### src/rtl/run_ctrl_pkg.sv
// Shared types and defaults for the run-sequencing controller.
package run_ctrl_pkg;

    typedef enum logic [2:0] {
        S_IDLE  = 3'd0,
        S_CLEAR = 3'd1,
        S_RUN   = 3'd2,
        S_DRAIN = 3'd3,
        S_DONE  = 3'd4
    } state_t;

    // Defaults shared with the core top level.
    localparam int unsigned DEF_HALT_PC = 128;
    localparam int unsigned DEF_MAX_CYC = 16'hFFFF;

endpackage

### src/rtl/run_ctrl_sat_counter.sv
// Saturating up-counter with synchronous clear and an at-limit flag.
module sat_counter #(
    parameter int W = 8
) (
    input  logic         i_clk,
    input  logic         i_rst_n,
    input  logic         i_clr,
    input  logic         i_en,
    input  logic [W-1:0] i_limit,
    output logic [W-1:0] o_cnt,
    output logic         o_at_limit
);

    logic [W-1:0] r_cnt;

    // Count while enabled, stop at the limit; clear has priority.
    always_ff @(posedge i_clk or negedge i_rst_n) begin
        if (!i_rst_n)
            r_cnt <= '0;
        else if (i_clr)
            r_cnt <= '0;
        else if (i_en && (r_cnt != i_limit))
            r_cnt <= r_cnt + 1'b1;
    end

    assign o_cnt      = r_cnt;
    assign o_at_limit = (r_cnt == i_limit);

endmodule

### src/rtl/run_ctrl.sv
// Run-sequencing controller: core reset/run/halt sequence, cycle count with
// timeout, and data-memory ownership arbitration with the external port.
module run_ctrl
    import run_ctrl_pkg::*;
#(
    parameter int             D       = 12,
    parameter logic [D-1:0]   HALT_PC = D'(DEF_HALT_PC),
    parameter int             CW      = 16,
    parameter logic [CW-1:0]  MAX_CYC = CW'(DEF_MAX_CYC),
    parameter int             CLR_CYC = 2
) (
    input  logic          i_clk,
    input  logic          i_reset,
    input  logic          i_req,
    input  logic [D-1:0]  i_prog_ctr,
    input  logic          i_ext_req,
    output logic          o_core_rst,
    output logic          o_core_en,
    output logic          o_mem_sel,
    output logic          o_ext_gnt,
    output logic          o_busy,
    output logic          o_done,
    output logic          o_timeout,
    output logic [CW-1:0] o_cycle_cnt
);

    localparam int HW = $clog2(CLR_CYC + 1);

    state_t          r_state, w_next;
    logic            r_core_rst, r_core_en, r_gnt, r_busy, r_done, r_timeout;
    logic            w_gnt_nxt, w_to_nxt;
    logic            w_cyc_at_lim, w_hold_at_lim;
    logic [HW-1:0]   w_hold_cnt;

    // Cycles spent in RUN; zeroed on the way into CLEAR.
    sat_counter #(.W(CW)) u_cyc_cnt (
        .i_clk      (i_clk),
        .i_rst_n    (i_reset),
        .i_clr      ((r_state == S_IDLE) && (w_next == S_CLEAR)),
        .i_en       (r_state == S_RUN),
        .i_limit    (MAX_CYC),
        .o_cnt      (o_cycle_cnt),
        .o_at_limit (w_cyc_at_lim)
    );

    // Core-reset hold time; idles at zero outside CLEAR.
    sat_counter #(.W(HW)) u_hold_cnt (
        .i_clk      (i_clk),
        .i_rst_n    (i_reset),
        .i_clr      (r_state != S_CLEAR),
        .i_en       (1'b1),
        .i_limit    (HW'(CLR_CYC - 1)),
        .o_cnt      (w_hold_cnt),
        .o_at_limit (w_hold_at_lim)
    );

    // State register.
    always_ff @(posedge i_clk or negedge i_reset) begin
        if (!i_reset) r_state <= S_IDLE;
        else          r_state <= w_next;
    end

    // Next state, grant and timeout decisions.
    always_comb begin
        w_next    = r_state;
        w_gnt_nxt = r_gnt;
        w_to_nxt  = r_timeout;
        case (r_state)
            S_IDLE: begin
                if (r_gnt) begin
                    if (!i_ext_req) w_gnt_nxt = 1'b0;
                end else if (i_req) begin
                    w_next   = S_CLEAR;
                    w_to_nxt = 1'b0;
                end else if (i_ext_req) begin
                    w_gnt_nxt = 1'b1;
                end
            end
            S_CLEAR: if (w_hold_at_lim) w_next = S_RUN;
            S_RUN: begin
                // Halt beats timeout when both land in the same cycle.
                if (i_prog_ctr == HALT_PC) begin
                    w_next = S_DRAIN;
                end else if (w_cyc_at_lim) begin
                    w_next   = S_DRAIN;
                    w_to_nxt = 1'b1;
                end
            end
            S_DRAIN: w_next = S_DONE;
            S_DONE: begin
                // Readback grant first; leave only once the port is released.
                if (r_gnt) begin
                    if (!i_ext_req) w_gnt_nxt = 1'b0;
                end else if (i_ext_req) begin
                    w_gnt_nxt = 1'b1;
                end else if (!i_req) begin
                    w_next = S_IDLE;
                end
            end
            default: w_next = S_IDLE;
        endcase
    end

    // Registered outputs derived from the state being entered.
    always_ff @(posedge i_clk or negedge i_reset) begin
        if (!i_reset) begin
            r_core_rst <= 1'b1;
            r_core_en  <= 1'b0;
            r_gnt      <= 1'b0;
            r_busy     <= 1'b0;
            r_done     <= 1'b0;
            r_timeout  <= 1'b0;
        end else begin
            r_core_rst <= (w_next == S_IDLE) || (w_next == S_CLEAR);
            r_core_en  <= (w_next == S_RUN);
            r_gnt      <= w_gnt_nxt;
            r_busy     <= (w_next == S_CLEAR) || (w_next == S_RUN) || (w_next == S_DRAIN);
            r_done     <= (w_next == S_DONE);
            r_timeout  <= w_to_nxt;
        end
    end

    assign o_core_rst = r_core_rst;
    assign o_core_en  = r_core_en;
    assign o_mem_sel  = r_gnt;
    assign o_ext_gnt  = r_gnt;
    assign o_busy     = r_busy;
    assign o_done     = r_done;
    assign o_timeout  = r_timeout;

endmodule

### config.mk
export PLATFORM = sky130hd
export DESIGN_NAME = run_ctrl
export DESIGN_NICKNAME = d
export VERILOG_FILES = /design/src/rtl/run_ctrl_pkg.sv /design/src/rtl/run_ctrl_sat_counter.sv /design/src/rtl/run_ctrl.sv
export SDC_FILE = /design/constraint.sdc
export NUM_CORES = 1
export LEC_CHECK = 0
export BUFFER_PORTS_ARGS = -buffer_cell sky130_fd_sc_hd__buf_2
export CAP_MARGIN = 5
export CORE_MARGIN = 4
export CORE_UTILIZATION = 32
export DETAILED_ROUTE_END_ITERATION = 6
export PLACE_DENSITY = 0.57
export SLEW_MARGIN = 20
export SYNTH_ARGS = -nofsm -noshare
export SYNTH_HDL_FRONTEND = slang
export SYNTH_SLANG_ARGS = --single-unit
### constraint.sdc
create_clock -name i_clk -period 3.55 [get_ports i_clk]
set_input_delay 0.1775 -clock i_clk [delete_from_list [all_inputs] [get_ports i_clk]]
set_output_delay 0.1775 -clock i_clk [all_outputs]
set_load 0.02 [all_outputs]
After elaboration in Yosys (flattened, before gate mapping)
Cells that the tools add are included.
{"block": "op_classes", "add_sub_neg": 2, "eq_ne": 18, "n_mux": 22, "reduce_logical": 12}
{"cell": "2-to-1 mux 16 bit", "count": 2}
{"cell": "2-to-1 mux 3 bit", "count": 8}
{"cell": "adder 16 x 1 -> 16 bit, second input constant", "count": 1}
{"cell": "== test 16 bit, second input constant", "count": 1}
{"cell": "inequality test 16 bit, second input constant", "count": 1}
{"cell": "one-hot mux 3 bit (5 select lines)", "count": 1}
{"cell": "== test 12 x 8 -> 1 bit, second input constant", "count": 1}
{"cell": "== test 3 x 2 -> 1 bit, second input constant", "count": 4}
{"cell": "inequality test 2 bit, second input constant", "count": 4}
{"cell": "nonzero test 2 bit", "count": 4}
{"cell": "2-to-1 mux 1 bit", "count": 7}
{"cell": "== test 3 x 1 -> 1 bit, second input constant", "count": 2}
{"cell": "== test 3 bit, second input constant", "count": 2}
{"cell": "logical NOT 3 bit", "count": 2}
{"cell": "AND reduction 5 bit", "count": 1}
{"cell": "2-to-1 mux 2 bit", "count": 2}
{"cell": "one-hot mux 1 bit (2 select lines)", "count": 2}
{"cell": "logical OR 1 bit", "count": 3}
{"cell": "inequality test 3 x 1 -> 1 bit, second input constant", "count": 1}
{"cell": "adder 2 x 1 -> 2 bit, second input constant", "count": 1}
{"cell": "== test 2 x 1 -> 1 bit, second input constant", "count": 1}
{"cell": "logical AND 1 bit", "count": 2}
{"cell": "inequality test 2 x 1 -> 1 bit, second input constant", "count": 1}
{"block": "word_totals", "ff_bits": 27, "input_bits": 16, "word_cells": 63}

Longest topological paths before layout
{"block": "logic_depth", "ltp_word": 7, "ltp_mapped": 6, "depth_no_buf": 5}

By module
From an unflattened synthesis, not the netlist that was laid out.
{"block": "unflattened", "hier_cells": 173, "hier_area_um2": 1650.3}
{"module": "sat_counter at u_cyc_cnt", "instances": 1, "cells_per_inst": 117, "area_each_um2": 1086.0}
{"module": "run_ctrl", "instances": 1, "cells_per_inst": 41, "area_each_um2": 417.9}
{"module": "sat_counter at u_hold_cnt", "instances": 1, "cells_per_inst": 15, "area_each_um2": 146.4}

Worst setup path before layout
No wires, ideal clock.
{"block": "synth_timing", "path_kind": "reg2reg", "start": "register u_cyc_cnt.r_cnt[0] (netlist: u_cyc_cnt.o_cnt[0])", "end": "register u_cyc_cnt.r_cnt[10] (netlist: u_cyc_cnt.o_cnt[10])", "t_arrival_ns": 1.703, "t_required_ns": 3.472, "path_slack_ns": 1.769, "path_stages_with_launch": 6, "cell_sequence": "dfrtp_1 > ha_1 > and3_1 > nand2_2 > or4b_1 > a21oi_1"}
{"block": "synth_between", "elab_chain_cells": 7}
{"item": "from (decl)", "line": "run_ctrl_sat_counter.sv:14", "text": "logic [W-1:0] r_cnt;"}
{"item": "from (signal assigned)", "line": "run_ctrl_sat_counter.sv:23", "text": "r_cnt <= r_cnt + 1'b1;"}
{"item": "== test 16 bit", "line": "run_ctrl_sat_counter.sv:27", "text": "assign o_at_limit = (r_cnt == i_limit);"}
{"item": "2-to-1 mux 3 bit", "line": "run_ctrl.sv:84", "text": "end else if (w_cyc_at_lim) begin"}
{"item": "2-to-1 mux 3 bit", "line": "run_ctrl.sv:82", "text": "if (i_prog_ctr == HALT_PC) begin"}
{"item": "one-hot mux 3 bit (5 select lines)", "line": "run_ctrl.sv:68", "text": "case (r_state)"}
{"item": "== test 3 x 1 -> 1 bit", "line": "run_ctrl.sv:39", "text": ".i_clr ((r_state == S_IDLE) && (w_next == S_CLEAR)),"}
{"item": "logical AND 1 bit", "line": "run_ctrl.sv:39"}
{"item": "2-to-1 mux 16 bit / nonzero test 2 bit (equally long branches)"}
Several ways; a longest one is shown, not always the timed one. The select of a mux whose other input is x is not followed.
A chain may end at the register's enable or synchronous reset.

Worst setup path in the final report
Ends and elaborated chain as after synthesis.

==> flow_metrics.env <==
export IMPL_power_density_nw_per_um2=562
export IMPL_comb_power_share_pct=34.9
export IMPL_rr_startpoint="u_cyc_cnt.o_cnt[0]"
export IMPL_fillers=432
export IMPL_slowest_delay_ps=530
export IMPL_clockRootBuffer="clkbuf_8"
export IMPL_cts_buffers=3
export IMPL_max_freq_mhz=542
export IMPL_yosysSeqAreaShare_pct=46.2
export IMPL_port_buffers=38
export IMPL_syn_area_per_cell_um2=10.2
export IMPL_seqCellArea_um2=677
export IMPL_p_seq_share_pct=47.0
export IMPL_whs_path_depth=3
export IMPL_cp_top_family="simple AND/OR/NAND/NOR gates"
export IMPL_reg2reg_depth=5
export IMPL_fin_tns_setup_ps=0
export IMPL_grtUsageTotal_pct=12.5
export IMPL_clock_latency_ps=280
export IMPL_period_needed_ps=1850
export IMPL_clockPowerShare_pct=18.1
export IMPL_dieArea_um2=5730
export IMPL_use_met2_pct=22.2
export IMPL_path_clk_slew_ps=100
export IMPL_initial_utilization_pct=33.4
export IMPL_path_buf_inv=0
export IMPL_hold_path_class="primary input to register"
export IMPL_reg2reg_setup_slack_ps=1700
export IMPL_cts_sinks=27
export IMPL_synth_edf_count=0
export IMPL_post_place_ws_ps=1740
export IMPL_worstReg2RegEnd="u_cyc_cnt.o_cnt[10]"
export IMPL_drc=0
export IMPL_die_x_um=75.7
export IMPL_routed_wl_um=3390
export IMPL_setup_worst_path_class="register to register"
export IMPL_p_int_w=0.000585
export IMPL_peakVddDrop_mv=0.316
export IMPL_maxCapViolations=0
export IMPL_top_usage_layer="met2"
export IMPL_rsz0062_at_grt="no"
export IMPL_cts_tree="done"
export IMPL_finalWorstSetupSlack_ps=1700
export IMPL_synth_fp_nets=162
export IMPL_grt_pass1_vias=1210
export IMPL_synth_cell_types=44
export IMPL_path_cells="ha_1 -> and3_1 -> nand2_2 -> or4b_1 -> a21oi_1"
export IMPL_vias=1299
export IMPL_skew_ps=9.31
export IMPL_timing_final_crit_share_pct=52.0
export IMPL_num_rows=24
export IMPL_p_sw_share_pct=40.1
export IMPL_dr_pass1_iters=4
export IMPL_cp_arrival_ps=2060
export IMPL_multi_input_area_um2=727
export IMPL_hpwl_um=2590
export IMPL_fp_coreArea_um2=4380
export IMPL_ys_warn_count=0
export IMPL_cp_data_required_time_ps=3760
export IMPL_insertedDiodeCount=0
export IMPL_overflow=0
export IMPL_hold_violations=0
export IMPL_hp_start="i_ext_req"
export IMPL_end_kind="register"
export IMPL_critical_path_startpoint="u_cyc_cnt.o_cnt[0]"
export IMPL_whs_endpoint="o_ext_gnt"
export IMPL_drive_above_1_share_pct=28.0
export IMPL_p_leak_nw=0.794
export IMPL_grt_max_degree=28
export IMPL_antenna_left=0
export IMPL_maxSlewHeadroom_pct=59.5
export IMPL_h_tree_depth=1
export IMPL_drt_iter0_drc=69
export IMPL_die_y_um=75.7
export IMPL_slowest_stage="or4b_1"
export IMPL_finalSetupViolCount=0
export IMPL_nets=201
export IMPL_place_congestion=0.825
export IMPL_outcome="finished, final reports clean"
export IMPL_ys_ff_latch=27
export IMPL_viasPerCell=5.55
export IMPL_p_sw_w=0.000391
export IMPL_worst_path_stages=5
export IMPL_start_kind="register"
export IMPL_synth_flop_cell="dfrtp_1"
export IMPL_slew_violations=0
export IMPL_async_flop_share_pct=100
export IMPL_ctsLongestPathBuffers=2
export IMPL_antenna_found_initial=0
export IMPL_synthesis_instances=144
export IMPL_avgRoutedWirePerCell_um=14.5
export IMPL_gr_usage_met3_pct=3.83
export IMPL_area_growth_syn_to_layout_pct=18.6
export IMPL_ios=39
export IMPL_netlist_area_um2=1470
export IMPL_cp_max_fo=7
export IMPL_worstMarginPinSlew_ps=607
export IMPL_grt_util_met1_pct=15.3
export IMPL_grt_pass1_wl_um=5510
## metal layers
| metal | part of all wire [%] | wire length [um] |
|---|---|---|
| met5 | 0 | 0 |
| met4 | 0.27 | 9 |
| met3 | 7.4 | 250 |
| met2 | 48 | 1610 |
| met1 | 45 | 1520 |
## cells in the final DEF, fill, tap and decap left out, types with 3 or more instances in the layout
master     n
clkbuf_8   3
dfrtp_1   26
buf_2     38
or3_1      3
nor3_1     7
nor4_1     4
o41ai_1    3
nand3_1    7
and3_1     3
o211ai_1   3
a21oi_1   10
mux2i_1    3
o21ai_0    6
nor2_1     8
inv_1      4
and4_1     4
nand4_1    5
nand2_1    9
## cell type report
type | count | share of cell area [%]
clock buffer | 3 | 2.38
clock inverter | 1 | 0.288
inverter | 4 | 0.864
multi-input combinational | 107 | 41.8
sequential | 27 | 38.9
tap | 52 | 3.74
timing repair buffer | 40 | 12.0
## through the flow
stage	cells	total power (W)	util, %	hold WS [ps]	instance area [um2]
after detailed placement	229	0.000811	38.4	227	1680
final	234	0.000977	39.6	150	1740
after global placement	229	0.000798	38.4	213	1680
after CTS	234	0.000990	39.6	150	1740
after global routing	234	0.00105	39.6	153	1740
after floorplan	144	0.000712	-	-118	1470
## logic make-up after synthesis
| kind of cell | synth area share [%] |
|---|---|
| AOI/OAI and AO/OA | 14.4 |
| DFF | 46.2 |
| buffers and inverters | 4.18 |
| xor gates and xnor gates | 0.598 |
| muxes | 2.05 |
| adders and majority gates | 1.71 |
| and+or+nand+nor | 30.8 |
## cell usage after synthesis, drive strengths merged (2+ instances only)
cell type	number	area share (%)
mux2i	3	2.0
nor4	7	5.5
nor2b	2	0.85
o31ai	2	1.0
o311ai	3	1.8
or3b	2	1.2
or4	2	1.0
nand4	6	3.0
a21oi	10	3.4
or3	3	1.3
nor3	7	2.4
a311oi	2	1.2
o41ai	3	1.8
buf	5	2.9
o21ai	6	2.0
dfrtp	26	44
and4	4	2.4
nand2	10	2.7
nand2b	2	0.85
nor2	8	2.0
ha	2	1.7
o211ai	3	1.5
and3	3	1.3
or2	2	0.85
nand3	7	2.4
inv	4	1.0
## flip-flops by register name, summed over array words and instances (netlist names)
register and cells:
u_cyc_cnt.o_cnt 16, r_state 3, u_hold_cnt.o_cnt 2, o_busy 1, o_core_en 1, o_core_rst 1
o_done 1, o_ext_gnt 1, o_timeout 1
## repair_timing
| action | in CTS | in global routing |
|---|---|---|
| buffers inserted | 0 | 0 |
| endpoints found under the hold margin | 26 | 0 |
| hold buffers | 1 | 0 |
| resized for setup | 0 | 0 |
## worst max-delay path by stage
stage                                      to
after global routing      u_cyc_cnt.o_cnt[12]
final                     u_cyc_cnt.o_cnt[10]
after floorplan           u_cyc_cnt.o_cnt[10]
after detailed placement  u_cyc_cnt.o_cnt[10]
after CTS                 u_cyc_cnt.o_cnt[10]
after global placement    u_cyc_cnt.o_cnt[10]
## power groups by stage
| stage | clock network (W) | logic, W | registers (W) |
|---|---|---|---|
| 2_1_floorplan | 0 | 0.000216 | 0.000496 |
| 3_3_place_gp | 0 | 0.000339 | 0.000459 |
| 5_1_grt | 0.000197 | 0.000379 | 0.000475 |
| 4_1_cts | 0.000184 | 0.000346 | 0.000460 |
| 3_5_place_dp | 0 | 0.000346 | 0.000466 |
| 6_report | 0.000177 | 0.000341 | 0.000459 |
## tightest hold or removal path, cell delays in order
cell and delay, ps:
buf_2 80, nor3_1 40, nor2_1 80
(Power assumes the default switching activity.)
